--- config.mk ---
export PLATFORM = sky130hd
export DESIGN_NAME = time_keeper_flat
export DESIGN_NICKNAME = d
export VERILOG_FILES = /design/src/rtl/time_keeper_if.sv /design/src/rtl/time_keeper.sv /design/src/flat_wrapper.sv
export SDC_FILE = /design/constraint.sdc
export NUM_CORES = 1
export LEC_CHECK = 0
export BUFFER_PORTS_ARGS = -buffer_cell sky130_fd_sc_hd__buf_4
export CORE_AREA = 3 3 77 86
export DETAILED_ROUTE_END_ITERATION = 7
export DIE_AREA = 0 0 80 89
export PLACE_DENSITY_LB_ADDON = 0.12
export SLEW_MARGIN = 20
export SYNTH_ARGS = -nofsm -noshare
export SYNTH_HDL_FRONTEND = slang
export SYNTH_SLANG_ARGS = --single-unit
--- constraint.sdc ---
create_clock -name clk -period 5.7 [get_ports clk]
set_clock_uncertainty 0.15 [all_clocks]
set_input_delay 0.57 -clock clk [delete_from_list [all_inputs] [get_ports clk]]
set_output_delay 0.57 -clock clk [all_outputs]
set_load 0.005 [all_outputs]
--- src/rtl/time_keeper_if.sv ---
// Control-button and BCD display bundle for the 24-hour time keeper.
// The slave side is the clock core; the master side drives buttons and reads the display.
interface time_keeper_if;
  logic       tick_in;
  logic       start_btn;
  logic       mode_btn;
  logic       adj_btn;
  logic [3:0] hh_t;
  logic [3:0] hh_o;
  logic [3:0] mm_t;
  logic [3:0] mm_o;
  logic [3:0] ss_t;
  logic [3:0] ss_o;
  logic [1:0] state;
  logic       day_wrap;

  modport slave (
    input  tick_in, start_btn, mode_btn, adj_btn,
    output hh_t, hh_o, mm_t, mm_o, ss_t, ss_o, state, day_wrap
  );

  modport master (
    output tick_in, start_btn, mode_btn, adj_btn,
    input  hh_t, hh_o, mm_t, mm_o, ss_t, ss_o, state, day_wrap
  );
endinterface

--- src/rtl/time_keeper.sv ---
// 24-hour HH:MM:SS BCD clock with run/pause and minute/hour set modes.
// Inputs are edge-detected against their previous sample; all outputs are registered.
module time_keeper (
  input  logic          clk,
  input  logic          rst,
  time_keeper_if.slave  bus
);
  localparam logic [1:0] IDLE     = 2'd0;
  localparam logic [1:0] RUN      = 2'd1;
  localparam logic [1:0] SET_MIN  = 2'd2;
  localparam logic [1:0] SET_HOUR = 2'd3;

  logic       tick_p0, start_p0, mode_p0, adj_p0;
  logic       tick_ev, start_ev, mode_ev, adj_ev;
  logic [3:0] hh_t, hh_o, mm_t, mm_o, ss_t, ss_o;
  logic [1:0] state;
  logic       day_wrap;
  logic [8:0] ss_inc, mm_inc, hh_inc;

  // {carry, tens, ones} for a 00..59 field
  function automatic logic [8:0] sixty_inc(input logic [3:0] t, input logic [3:0] o);
    if (o != 4'd9) return {1'b0, t, o + 4'd1};
    if (t != 4'd5) return {1'b0, t + 4'd1, 4'd0};
    return 9'h100;
  endfunction

  // {carry, tens, ones} for a 00..23 field
  function automatic logic [8:0] hour_inc(input logic [3:0] t, input logic [3:0] o);
    if (t == 4'd2 && o == 4'd3) return 9'h100;
    if (o == 4'd9) return {1'b0, t + 4'd1, 4'd0};
    return {1'b0, t, o + 4'd1};
  endfunction

  assign tick_ev  = bus.tick_in   & ~tick_p0;
  assign start_ev = bus.start_btn & ~start_p0;
  assign mode_ev  = bus.mode_btn  & ~mode_p0;
  assign adj_ev   = bus.adj_btn   & ~adj_p0;

  assign ss_inc = sixty_inc(ss_t, ss_o);
  assign mm_inc = sixty_inc(mm_t, mm_o);
  assign hh_inc = hour_inc(hh_t, hh_o);

  always_ff @(posedge clk) begin
    // edge-detect stage: prev samples load even under reset so held levels never fire
    tick_p0  <= bus.tick_in;
    start_p0 <= bus.start_btn;
    mode_p0  <= bus.mode_btn;
    adj_p0   <= bus.adj_btn;
    if (rst) begin
      {hh_t, hh_o, mm_t, mm_o, ss_t, ss_o} <= 24'h000000;
      state    <= IDLE;
      day_wrap <= 1'b0;
    end else begin
      day_wrap <= 1'b0;
      case (state)
        IDLE: begin
          if (start_ev) begin
            state <= RUN;
          end else if (mode_ev) begin
            state <= SET_MIN;
            ss_t  <= 4'd0;
            ss_o  <= 4'd0;
          end
        end
        RUN: begin
          if (tick_ev) begin
            {ss_t, ss_o} <= ss_inc[7:0];
            if (ss_inc[8]) begin
              {mm_t, mm_o} <= mm_inc[7:0];
              if (mm_inc[8]) begin
                {hh_t, hh_o} <= hh_inc[7:0];
                day_wrap     <= hh_inc[8];
              end
            end
          end
          if (start_ev) state <= IDLE;
        end
        SET_MIN: begin
          if (adj_ev)  {mm_t, mm_o} <= mm_inc[7:0];
          if (mode_ev) state <= SET_HOUR;
        end
        default: begin
          if (adj_ev)  {hh_t, hh_o} <= hh_inc[7:0];
          if (mode_ev) state <= IDLE;
        end
      endcase
    end
  end

  assign bus.hh_t     = hh_t;
  assign bus.hh_o     = hh_o;
  assign bus.mm_t     = mm_t;
  assign bus.mm_o     = mm_o;
  assign bus.ss_t     = ss_t;
  assign bus.ss_o     = ss_o;
  assign bus.state    = state;
  assign bus.day_wrap = day_wrap;
endmodule

--- src/flat_wrapper.sv ---
// flat-port wrapper written by rule: the top's interface ports become plain ports
module time_keeper_flat 
  (clk, rst, bus_tick_in, bus_start_btn, bus_mode_btn, bus_adj_btn, bus_hh_t, bus_hh_o, bus_mm_t, bus_mm_o, bus_ss_t, bus_ss_o, bus_state, bus_day_wrap);
  time_keeper_if bus_i ();
  input  logic clk;
  input  logic rst;
  input wire logic [$bits(bus_i.tick_in)-1:0] bus_tick_in;
  input wire logic [$bits(bus_i.start_btn)-1:0] bus_start_btn;
  input wire logic [$bits(bus_i.mode_btn)-1:0] bus_mode_btn;
  input wire logic [$bits(bus_i.adj_btn)-1:0] bus_adj_btn;
  output wire logic [$bits(bus_i.hh_t)-1:0] bus_hh_t;
  output wire logic [$bits(bus_i.hh_o)-1:0] bus_hh_o;
  output wire logic [$bits(bus_i.mm_t)-1:0] bus_mm_t;
  output wire logic [$bits(bus_i.mm_o)-1:0] bus_mm_o;
  output wire logic [$bits(bus_i.ss_t)-1:0] bus_ss_t;
  output wire logic [$bits(bus_i.ss_o)-1:0] bus_ss_o;
  output wire logic [$bits(bus_i.state)-1:0] bus_state;
  output wire logic [$bits(bus_i.day_wrap)-1:0] bus_day_wrap;
  assign bus_i.tick_in = bus_tick_in;
  assign bus_i.start_btn = bus_start_btn;
  assign bus_i.mode_btn = bus_mode_btn;
  assign bus_i.adj_btn = bus_adj_btn;
  assign bus_hh_t = bus_i.hh_t;
  assign bus_hh_o = bus_i.hh_o;
  assign bus_mm_t = bus_i.mm_t;
  assign bus_mm_o = bus_i.mm_o;
  assign bus_ss_t = bus_i.ss_t;
  assign bus_ss_o = bus_i.ss_o;
  assign bus_state = bus_i.state;
  assign bus_day_wrap = bus_i.day_wrap;
  time_keeper u_core (.clk(clk), .rst(rst), .bus(bus_i));
endmodule
==> impl_results.md <==
- DRT Pass-1 Iters: 4
- Post_cts resized: 0
- Core region area: 0.00581 mm2
- Placer Congestion: 0.662
- Cell area after synthesis: 0.00160 mm2
- Syn_area_per_cell: 8.75 um2
- Relative slew slack: 59.7%
- Yosys top cell area share: 38.8%
- Pint: 321 uW
- Crit Path Max Fanout: 10
- Hold Violations, Final: 0
- Sequential share of the synthesized area: 38.7%
- Cell variety after synth: 49
- Initial antenna violation count: 0
- Die area: 0.00712 mm2
- Max-Cap Viols: 0
- Routed vias: 1398
- Area grow syn2layout: 23.8%
- Die Y: 89 um
- Starting Density: 27.6%
- Crit Path Class: flip-flop to flip-flop
- Final slew viol count: 0
- Clock slew at reported path FFs: 0.07 ns
- Wirelength, routed: 3700 um
- Area post-placement: 0.00190 mm2
- Final antenna-violating net count: 0
- Post-synth EDFFs: 0
- Post-DP HPWL: 2670 um
- Worst slack, placed: 3.49 ns
- Clock Latency Late Sink: 0.28 ns
- Syn Inst Count: 183
- Flop pwr share: 53.5%
- DR iter-0 viols: 98
- Layout cells sized above 1: 20.4%
- Status: finished clean
- CTS max path bufs: 2
- # H-tree levels: 2
- Leak: 0.000771 uW
- RSZ-0062 raised after global routing: no
- Yosys warns: 0
- Peak supply drop: 90.7 uV
- # rows: 29
- # IOs: 33
- Worst-margin pin slew: 0.600 ns
- Crit share post-route: 38.7%
- Ant. Diodes: 0
- Setup ws final: 3.50 ns
- Top-count cell post-synth: dfxtp_1
- Total CTS buffers: 5
- Cts hold-fix bufs: 0
- Ys async rst share: 0%
- Dominant cell type by area after synthesis: dfxtp_1
- Final core utilization: 34.2%
- Synth top area cells: dfxtp_1 (39%), ha_1 (6.3%), nor2_1 (5.6%)
- Element type at the critical path start: flip-flop
- Grt ovf: 0
- I/O Buffers: 32
- CTS tree: done
- Clock sink total: 31
- FMAX: 454 MHz
- Fin Setup TNS: 0 ns
- Post-CTS Setup Bufs: 0
- Post-synth top flop: dfxtp_1
- Syn nets: 197
- Fillers: 646
- P per Cell Area: 215 mW/mm2
- Data arrival, critical path: 2.27 ns
- Logic pwr share: 7.0%
- DRC Markers: 0
- Flops & latches, synth: 31
- Drt wl/cell: 12.6 um
- Hold crit path type: input pin to flip-flop
- Post-synth top cells: dfxtp_1 (31), nor2_1 (24), inv_1 (10)
- Vias in the first global route: 1324
- Clk pwr share: 39.5%
- Sw frac: 24.7%
- Net count, final: 229
- Die X: 80 um
- First-pass GRT wire length: 6470 um
- Root Driver: clkbuf_8
- Switch Pwr: 105 uW
- Minimum clock period: 2.20 ns
- Count of final setup violators: 0
- Crit path required time: 5.77 ns
- DR vias/cell: 4.77
- Post-route cell area: 0.00198 mm2
- CP endpoint kind: flip-flop
- GR Util All Layers: 11.5%
- Pin count of the biggest net entering global routing: 28
==> power groups by stage <==
stage | logic [uW] | registers, uW | clock network [uW]
3_3_place_gp | 30.0 | 233 | 0
3_5_place_dp | 30.2 | 233 | 0
2_1_floorplan | 21.9 | 229 | 0
5_1_grt | 33.5 | 229 | 185
6_report | 29.7 | 228 | 168
4_1_cts | 30.3 | 228 | 175
==> sequential cells by signal (all words and copies together), names as in the netlist <==
name,count
u_core.bus.ss_o,4
u_core.bus.hh_t,4
u_core.bus.mm_o,4
u_core.bus.mm_t,4
u_core.bus.state,2
u_core.adj_p0,1
u_core.tick_p0,1
u_core.mode_p0,1
u_core.bus.hh_o,4
u_core.start_p0,1
u_core.bus.ss_t,4
u_core.bus.day_wrap,1
==> layer usage <==
layer / track usage [%] / share of wire [%] / vias up
met3: 3.53 / 4.7 / 5
met5: 0 / 0 / -
li1: - / - / 716
met2: 18.2 / 46 / 26
met1: 15.2 / 48 / 651
met4: 3.23 / 0.84 / 0
==> worst max-delay path, stage by stage (launching register included) <==
cell and delay [ns]:
dfxtp_1 0.42, ha_1 0.17, and3b_1 0.25, a31oi_1 0.16, or2_1 0.36, or4_1 0.50
a21oi_1 0.13
==> kinds of logic (layout without fill, tap and decap cells) <==
group / after synthesis / in the layout / synth area share, %
mux: 4 / 4 / 2.50
flops: 31 / 31 / 38.8
simple gates: 80 / 80 / 27.7
buf+inv: 17 / 50 / 4.61
compound gates: 34 / 34 / 15.3
xor+xnor: 9 / 9 / 4.92
fa+ha+maj: 8 / 8 / 6.25
==> cell type report <==
| type | instances | area [um2] | share of cell area [%] |
|---|---|---|---|
| multi-input combinational | 135 | 907 | 45.7 |
| clock inverter | 1 | 5.00 | 0.252 |
| clock buffer | 7 | 76.3 | 3.85 |
| sequential | 31 | 621 | 31.3 |
| tap | 77 | 96.3 | 4.86 |
| inverter | 10 | 37.5 | 1.89 |
| timing repair buffer | 32 | 240 | 12.1 |
==> layout by cell type, fill, tap and decap left out, drive strengths merged, types with 3 or more instances in the layout <==
master / netlist / layout
ha: 8 / 8
mux2i: 4 / 4
a21oi: 7 / 7
inv: 10 / 10
or2: 3 / 3
xnor2: 5 / 5
xor2: 4 / 4
nand3: 6 / 6
nor2b: 6 / 6
nand2b: 3 / 3
nor3: 4 / 4
nor2: 24 / 24
or3: 7 / 7
o32ai: 3 / 3
nand2: 8 / 8
o21ai: 6 / 6
buf: 4 / 32
clkbuf: 3 / 7
and3b: 3 / 3
nand3b: 3 / 3
dfxtp: 31 / 31
==> metrics by stage <==
step                total power (uW)  cells  hold WS [ns]
finish                           426    293         0.248
global route                     447    293         0.236
global placement                 263    285         0.372
floorplan                        251    183         0.339
detailed placement               263    285         0.375
CTS                              433    293         0.242
==> path summary, 6_finish.rpt <==
| check | from | end | slack, ns | depth (start not counted) |
|---|---|---|---|---|
| worst max-delay path | u_core.bus.ss_t[0] | u_core.bus.hh_o[2] | 3.50 | 6 |
| worst min-delay path | bus_start_btn | u_core.start_p0 | 0.25 | 1 |
| worst max register to register | u_core.bus.ss_t[0] | u_core.bus.hh_o[2] | 3.50 | 6 |
| worst min register to register | u_core.bus.hh_o[0] | u_core.bus.hh_o[0] | 0.39 | 2 |
No activity file was read; power rests on OpenSTA's default activity.
